`src/rtl/fft16_output_reorder.sv`:
```
// ============================================================================
// Module      : fft16_output_reorder
// Description : Ping-pong reorder buffer that turns 16-point FFT frames
//               arriving in bit-reversed bin order into a natural-order
//               valid/ready stream with start/end-of-frame markers.
// Revision    : 1.0 - initial release
// ============================================================================
`default_nettype none

module fft16_output_reorder #(
  parameter int WIDTH = 16
) (
  input  logic             clk,
  input  logic             rst,
  input  logic             In_Valid,
  input  logic [WIDTH-1:0] In_Re,
  input  logic [WIDTH-1:0] In_Im,
  input  logic             Out_Ready,
  output logic             Out_Valid,
  output logic [WIDTH-1:0] Out_Re,
  output logic [WIDTH-1:0] Out_Im,
  output logic             Out_Sof,
  output logic             Out_Eof,
  output logic             Drop,
  output logic             Overflow
);

  localparam logic [3:0] c_LAST_BIN = 4'd15;

  // Two banks of 16 entries; the bank bit is the MSB of the address.
  logic [2*WIDTH-1:0] r_mem [0:31];

  logic [1:0] r_full;
  logic [3:0] r_wr_cnt;
  logic       r_wr_bank;
  logic       r_wr_bad;
  logic [3:0] r_rd_cnt;
  logic       r_rd_bank;

  logic [4:0]         w_wr_addr;
  logic [4:0]         w_rd_addr;
  logic               w_store;
  logic               w_discard;
  logic               w_wr_last;
  logic               w_set;
  logic               w_load;
  logic               w_rd_last;
  logic               w_clr;
  logic [1:0]         w_full_nxt;
  logic [2*WIDTH-1:0] w_rd_data;

  assign w_wr_addr = {r_wr_bank, r_wr_cnt[0], r_wr_cnt[1], r_wr_cnt[2], r_wr_cnt[3]};
  assign w_rd_addr = {r_rd_bank, r_rd_cnt};
  assign w_store   = In_Valid & ~r_full[r_wr_bank];
  assign w_discard = In_Valid &  r_full[r_wr_bank];
  assign w_wr_last = (r_wr_cnt == c_LAST_BIN);
  // A frame that lost any sample is never published to the reader.
  assign w_set     = w_store & w_wr_last & ~r_wr_bad;
  assign w_load    = r_full[r_rd_bank] & (~Out_Valid | Out_Ready);
  assign w_rd_last = (r_rd_cnt == c_LAST_BIN);
  assign w_clr     = w_load & w_rd_last;
  assign w_rd_data = r_mem[w_rd_addr];

  always_comb begin
    w_full_nxt = r_full;
    if (w_clr) w_full_nxt[r_rd_bank] = 1'b0;
    if (w_set) w_full_nxt[r_wr_bank] = 1'b1;
  end

  always_ff @(posedge clk) begin
    if (w_store) r_mem[w_wr_addr] <= {In_Re, In_Im};
  end

  always_ff @(posedge clk) begin
    if (rst) begin
      r_full    <= 2'b00;
      r_wr_cnt  <= 4'd0;
      r_wr_bank <= 1'b0;
      r_wr_bad  <= 1'b0;
      Drop      <= 1'b0;
      Overflow  <= 1'b0;
    end else begin
      r_full   <= w_full_nxt;
      Drop     <= w_discard;
      Overflow <= Overflow | w_discard;
      if (In_Valid) begin
        r_wr_cnt <= r_wr_cnt + 4'd1;
        if (w_wr_last) begin
          r_wr_bank <= ~r_wr_bank;
          r_wr_bad  <= 1'b0;
        end else if (w_discard) begin
          r_wr_bad  <= 1'b1;
        end
      end
    end
  end

  always_ff @(posedge clk) begin
    if (rst) begin
      r_rd_cnt  <= 4'd0;
      r_rd_bank <= 1'b0;
      Out_Valid <= 1'b0;
      Out_Re    <= '0;
      Out_Im    <= '0;
      Out_Sof   <= 1'b0;
      Out_Eof   <= 1'b0;
    end else if (w_load) begin
      r_rd_cnt  <= r_rd_cnt + 4'd1;
      if (w_rd_last) r_rd_bank <= ~r_rd_bank;
      Out_Valid <= 1'b1;
      Out_Re    <= w_rd_data[2*WIDTH-1:WIDTH];
      Out_Im    <= w_rd_data[WIDTH-1:0];
      Out_Sof   <= (r_rd_cnt == 4'd0);
      Out_Eof   <= w_rd_last;
    end else if (Out_Ready) begin
      Out_Valid <= 1'b0;
      Out_Sof   <= 1'b0;
      Out_Eof   <= 1'b0;
    end
  end

endmodule

`default_nettype wire

```
`config.mk`:
```
export PLATFORM = sky130hd
export DESIGN_NAME = fft16_output_reorder
export DESIGN_NICKNAME = d
export VERILOG_FILES = /design/src/rtl/fft16_output_reorder.sv
export SDC_FILE = /design/constraint.sdc
export NUM_CORES = 1
export LEC_CHECK = 0
export ABC_CLOCK_PERIOD_IN_PS = 3850
export CAP_MARGIN = 10
export CELL_PAD_IN_SITES_DETAIL_PLACEMENT = 1
export CELL_PAD_IN_SITES_GLOBAL_PLACEMENT = 2
export CORE_MARGIN = 3
export CORE_UTILIZATION = 50
export DETAILED_ROUTE_END_ITERATION = 6
export PLACE_DENSITY = 0.91
export SYNTH_ARGS = -nofsm -noshare
export SYNTH_HDL_FRONTEND = slang
export SYNTH_SLANG_ARGS = --single-unit
```
`constraint.sdc`:
```
create_clock -name clk -period 3.85 [get_ports clk]
set_input_delay 0.9625 -clock clk [delete_from_list [all_inputs] [get_ports clk]]
set_output_delay 0.9625 -clock clk [all_outputs]
set_load 0.01 [all_outputs]
```
Yosys cells after proc, flatten, opt, wreduce, memory -nomap -nowiden:

Memories as Yosys holds them, arrays and structs flattened. A register that Yosys moved wholly into a read port is not among the register bits.
Cells that the tools add are included.
Widths: inputs -> output; s select.

* latch bits: 0
* memory bits (read-only): 0
* memories: 1
* register bits: 18
* word-level logic and storage cells: 62
* bits in writable memories: 1024
* output and inout bits: 37

* bitwise operators: 16
* magnitude comparators: 4
* reduce and logical (&&, ||, !) cells: 8
* div/mod/pow operators: 0
* muxes and demuxes: 18
* $add $sub $neg: 2
* multipliers: 0
* shift operators: 0
* equality and inequality tests: 2

Memory list
* r_mem: words 32, width 32, rd ports 1, clocked after memory_dff 1, wr ports 1, line 31 `logic [2*WIDTH-1:0] r_mem [0:31];`

Operators with widths (number)
* $mux 1: 14
* $add 4x1->4 const B: 2
* $eq 4x4->1 const B: 2
* $and 1x1->1: 6
* $reduce_and 2->1: 3
* $not 1->1: 5
* $logic_not 4->1: 1
* $lt 1x2->1 const B: 2
* $mux 2: 2
* $reduce_bool 2->1: 2
* $and 2x2->2: 1
* $demux 1 s1: 2
* $ge 1x1->1 const B: 2
* $logic_and 1x1->1: 2
* $not 2->2: 1
* $or 1x1->1: 2
* $or 2x2->2: 1

Depth between registers and ports, before layout:

* word-level depth: 9
* gate-level depth with buffers: 9
* mapped depth without buffers: 5

Least setup slack after synthesis:

No wires, ideal clock.

* path type: input to register
* from: input In_Valid
* to: memory r_mem[30][0] (netlist name), enable pin
* cell stages on the path: 4
* slack: 0.367 ns
* path buffers: 1
* data arrival time: 3.062 ns
* library setup time: 0.421 ns
* required time: 3.429 ns
* cells stage by stage: clkbuf_1 > nor2b_1 > nand3_1 > nor2_1

* longest elaborated chain between the ends: 3

RTL lines
* from (decl): line 15 `input logic In_Valid,`
* $and 1x1->1: line 54 `assign w_store = In_Valid & ~r_full[r_wr_bank];`
* $mux 1: line 71 `if (w_store) r_mem[w_wr_addr] <= {In_Re, In_Im};`
* $mux 1 (not written as such): line 71
* to (decl): line 31

No other way between the ends.

==> results.sh <==
export IMPL_outcome="finished, final reports clean"
export IMPL_arrival_ns=3.70
export IMPL_layout_commonest_cell="edfxtp_1"
export IMPL_startpoint_type="flip-flop"
export IMPL_p_leak_nw=14.4
export IMPL_synth_nets=1962
export IMPL_clk_pin_slew_ns=0.06
export IMPL_cts_made_buffers=106
export IMPL_synth_edf_count=1024
export IMPL_setup_violations_final=0
export IMPL_routabilityCongestion=0.827
export IMPL_critPathMaxFanout=16
export IMPL_fmax_ghz=0.314
export IMPL_rows=104
export IMPL_die_w_microns=293
export IMPL_coreArea_sq_mm=0.0812
export IMPL_post_drt_wl_per_cell_microns=36.7
export IMPL_synth_distinct_cells=47
export IMPL_route_detailed_drc=0
export IMPL_worstMarginPinSlew_ns=1.22
export IMPL_cts_max_level=3
export IMPL_ir_worst_vdd_uv=400
export IMPL_drv_cap=0
export IMPL_synthArstFlopShare=0
export IMPL_cp_required_ns=4.37
export IMPL_drtPass1Iterations=5
export IMPL_stdcell_count=3239
export IMPL_syn_area_sq_mm=0.0413
export IMPL_fill_cells=6811
export IMPL_root_buffer="clkbuf_16"
export IMPL_crit_start="r_rd_cnt[3]"
export IMPL_drive_above_1_share=0.231
export IMPL_dp_cells=3026
export IMPL_drt_total_wl_microns=119000
export IMPL_synth_seq_area_share=0.769
export IMPL_fin_setup_tns_ns=0
export IMPL_reg2reg_depth=5
export IMPL_ys_seq_elements=1074
export IMPL_grt_pass1_wl_microns=170000
export IMPL_drv_slew=0
export IMPL_clk_path_buf_depth=3
export IMPL_hold_depth=2
export IMPL_grt_pass1_vias=22900
export IMPL_ioPinCount=73
export IMPL_seq_area_sq_mm=0.0318
export IMPL_detail_route_antenna_nets=0
export IMPL_ys_warn_count=0
export IMPL_multiInputGateArea_sq_mm=0.00905
export IMPL_reg2reg_setup_slack_ns=0.67
export IMPL_die_y_microns=293
export IMPL_rsz0062_at_grt="false"
export IMPL_hp_start="Overflow"
export IMPL_synth_cells=1923
export IMPL_utilization=0.588
export IMPL_drtIter0Drc=2971
export IMPL_start_util=0.508
export IMPL_vias=21800
export IMPL_skew_ns=0.0447
export IMPL_hp_class="reg2reg"
export IMPL_antenna_found_initial=1
export IMPL_slew_limit_headroom=0.185
export IMPL_r2r_start="r_rd_cnt[3]"
export IMPL_path_class="reg2reg"
export IMPL_cp_end_kind="flip-flop"
export IMPL_syn_area_per_cell_sq_um=21.5
export IMPL_worst_hold_slack_ns=0.501
export IMPL_timing_final_crit_share=0.826
export IMPL_postCtsSetupBuffers=0
export IMPL_clock_sinks=1074
export IMPL_fin_crit_ns=3.18
export IMPL_grt_remaining_overflow=0
export IMPL_cts_resized=0
export IMPL_synthFlopType="edfxtp_1"
export IMPL_dieArea_sq_mm=0.0861
export IMPL_syn2layout_area_growth_pct=15.6
export IMPL_holdBufCountCts=0
export IMPL_layout_common_cells="edfxtp_1 (1024), mux4_2 (140), mux2i_1 (125)"
export IMPL_cts_tree="yes"
export IMPL_fin_nets=2125
export IMPL_buffer_ports_inserted=72
export IMPL_hold_viol=0
export IMPL_p_per_area_mw_per_mm2=501
export IMPL_grt_max_degree=85
export IMPL_grt_usage=0.277
export IMPL_via_per_inst=6.72
export IMPL_dp_hpwl_microns=64800
export IMPL_clock_latency_ns=0.69
[cells by family (layout without fill, tap and decap cells)]
logic type | Yosys count | count (layout) | share of synthesized area
flops | 1074 | 1074 | 0.769
other cells | 0 | 1 | 0
mux | 360 | 360 | 0.151
fa+ha+maj | 3 | 3 | 0.000909
simple gates | 158 | 158 | 0.0189
xor+xnor | 8 | 8 | 0.00170
compound gates | 202 | 202 | 0.0395
buf+inv | 118 | 373 | 0.0185
[sequential cells by signal (all words and copies together), names as in the netlist, 2 cells and up]
signal    cells
Out_Im       16
Out_Re       16
r_full        2
r_mem      1024
r_rd_cnt      4
r_wr_cnt      4
[path summary, 6_finish.rpt]
check	to
max reg2reg	Out_Im[11]
min reg2reg	Overflow
max	Out_Im[11]
min	Overflow
[layer usage]
layer | routed length (microns) | GRT usage
met5 | 0 | 0
met4 | 5180 | 0.114
met3 | 11200 | 0.0536
met2 | 58400 | 0.458
met1 | 44000 | 0.365
[critical path, stage by stage (launching register included)]
cell and delay (ns):
dfxtp_2 0.66, or3b_1 0.87, buf_4 0.44, o22ai_1 0.14, a2111oi_1 0.67, a2111oi_1 0.19
[where the power goes]
group | total (mW) | switching (mW) | internal (mW)
logic | 0.443 | 0.317 | 0.126
registers | 12.9 | 0.0299 | 12.9
clock network | 10.6 | 4.53 | 6.05
total | 23.9 | 4.88 | 19.0
[through the flow]
step                setup slack (ns)  cell area (sq um)  total power [mW]
CTS                            0.726              47400              24.0
global placement               0.552              43900              13.5
floorplan                      0.367              41300              13.2
detailed placement             0.396              43900              13.5
global route                   0.621              47700              24.5
finish                         0.670              47700              23.9
[area by class of cell]
class                   count  area share
well taps                1060      0.0278
flip-flops and latches   1074       0.666
multi-input cells         731       0.190
clock buffers             134      0.0604
repair buffers            168      0.0419
clock inverters            66      0.0142
diodes                      1   0.0000524
inverters                   5    0.000393
[synthesized netlist by cell type (4+ instances only)]
cell type | number | area, sq um
buf_6 | 26 | 293
clkbuf_1 | 37 | 139
a211oi_1 | 31 | 233
nand4_1 | 4 | 25.0
buf_1 | 4 | 15.0
buf_2 | 33 | 165
a2111oi_1 | 46 | 460
a2111oi_2 | 11 | 165
mux2_2 | 43 | 484
mux4_1 | 52 | 1370
inv_1 | 5 | 18.8
and2_1 | 29 | 181
dfxtp_1 | 50 | 1000
o22ai_1 | 57 | 357
a22oi_1 | 33 | 248
edfxtp_1 | 1024 | 30700
nor2b_1 | 4 | 25.0
nor2_1 | 77 | 289
or3b_2 | 4 | 35.0
mux2i_1 | 125 | 1250
nand3b_1 | 5 | 37.5
nand3_1 | 8 | 40.0
o2111a_1 | 4 | 45.0
xnor2_1 | 4 | 35.0
buf_4 | 9 | 67.6
a21oi_1 | 10 | 50.1
nand2_1 | 11 | 41.3
mux4_2 | 140 | 3150
xor2_1 | 4 | 35.0
Power figures use the tool's default switching activity.
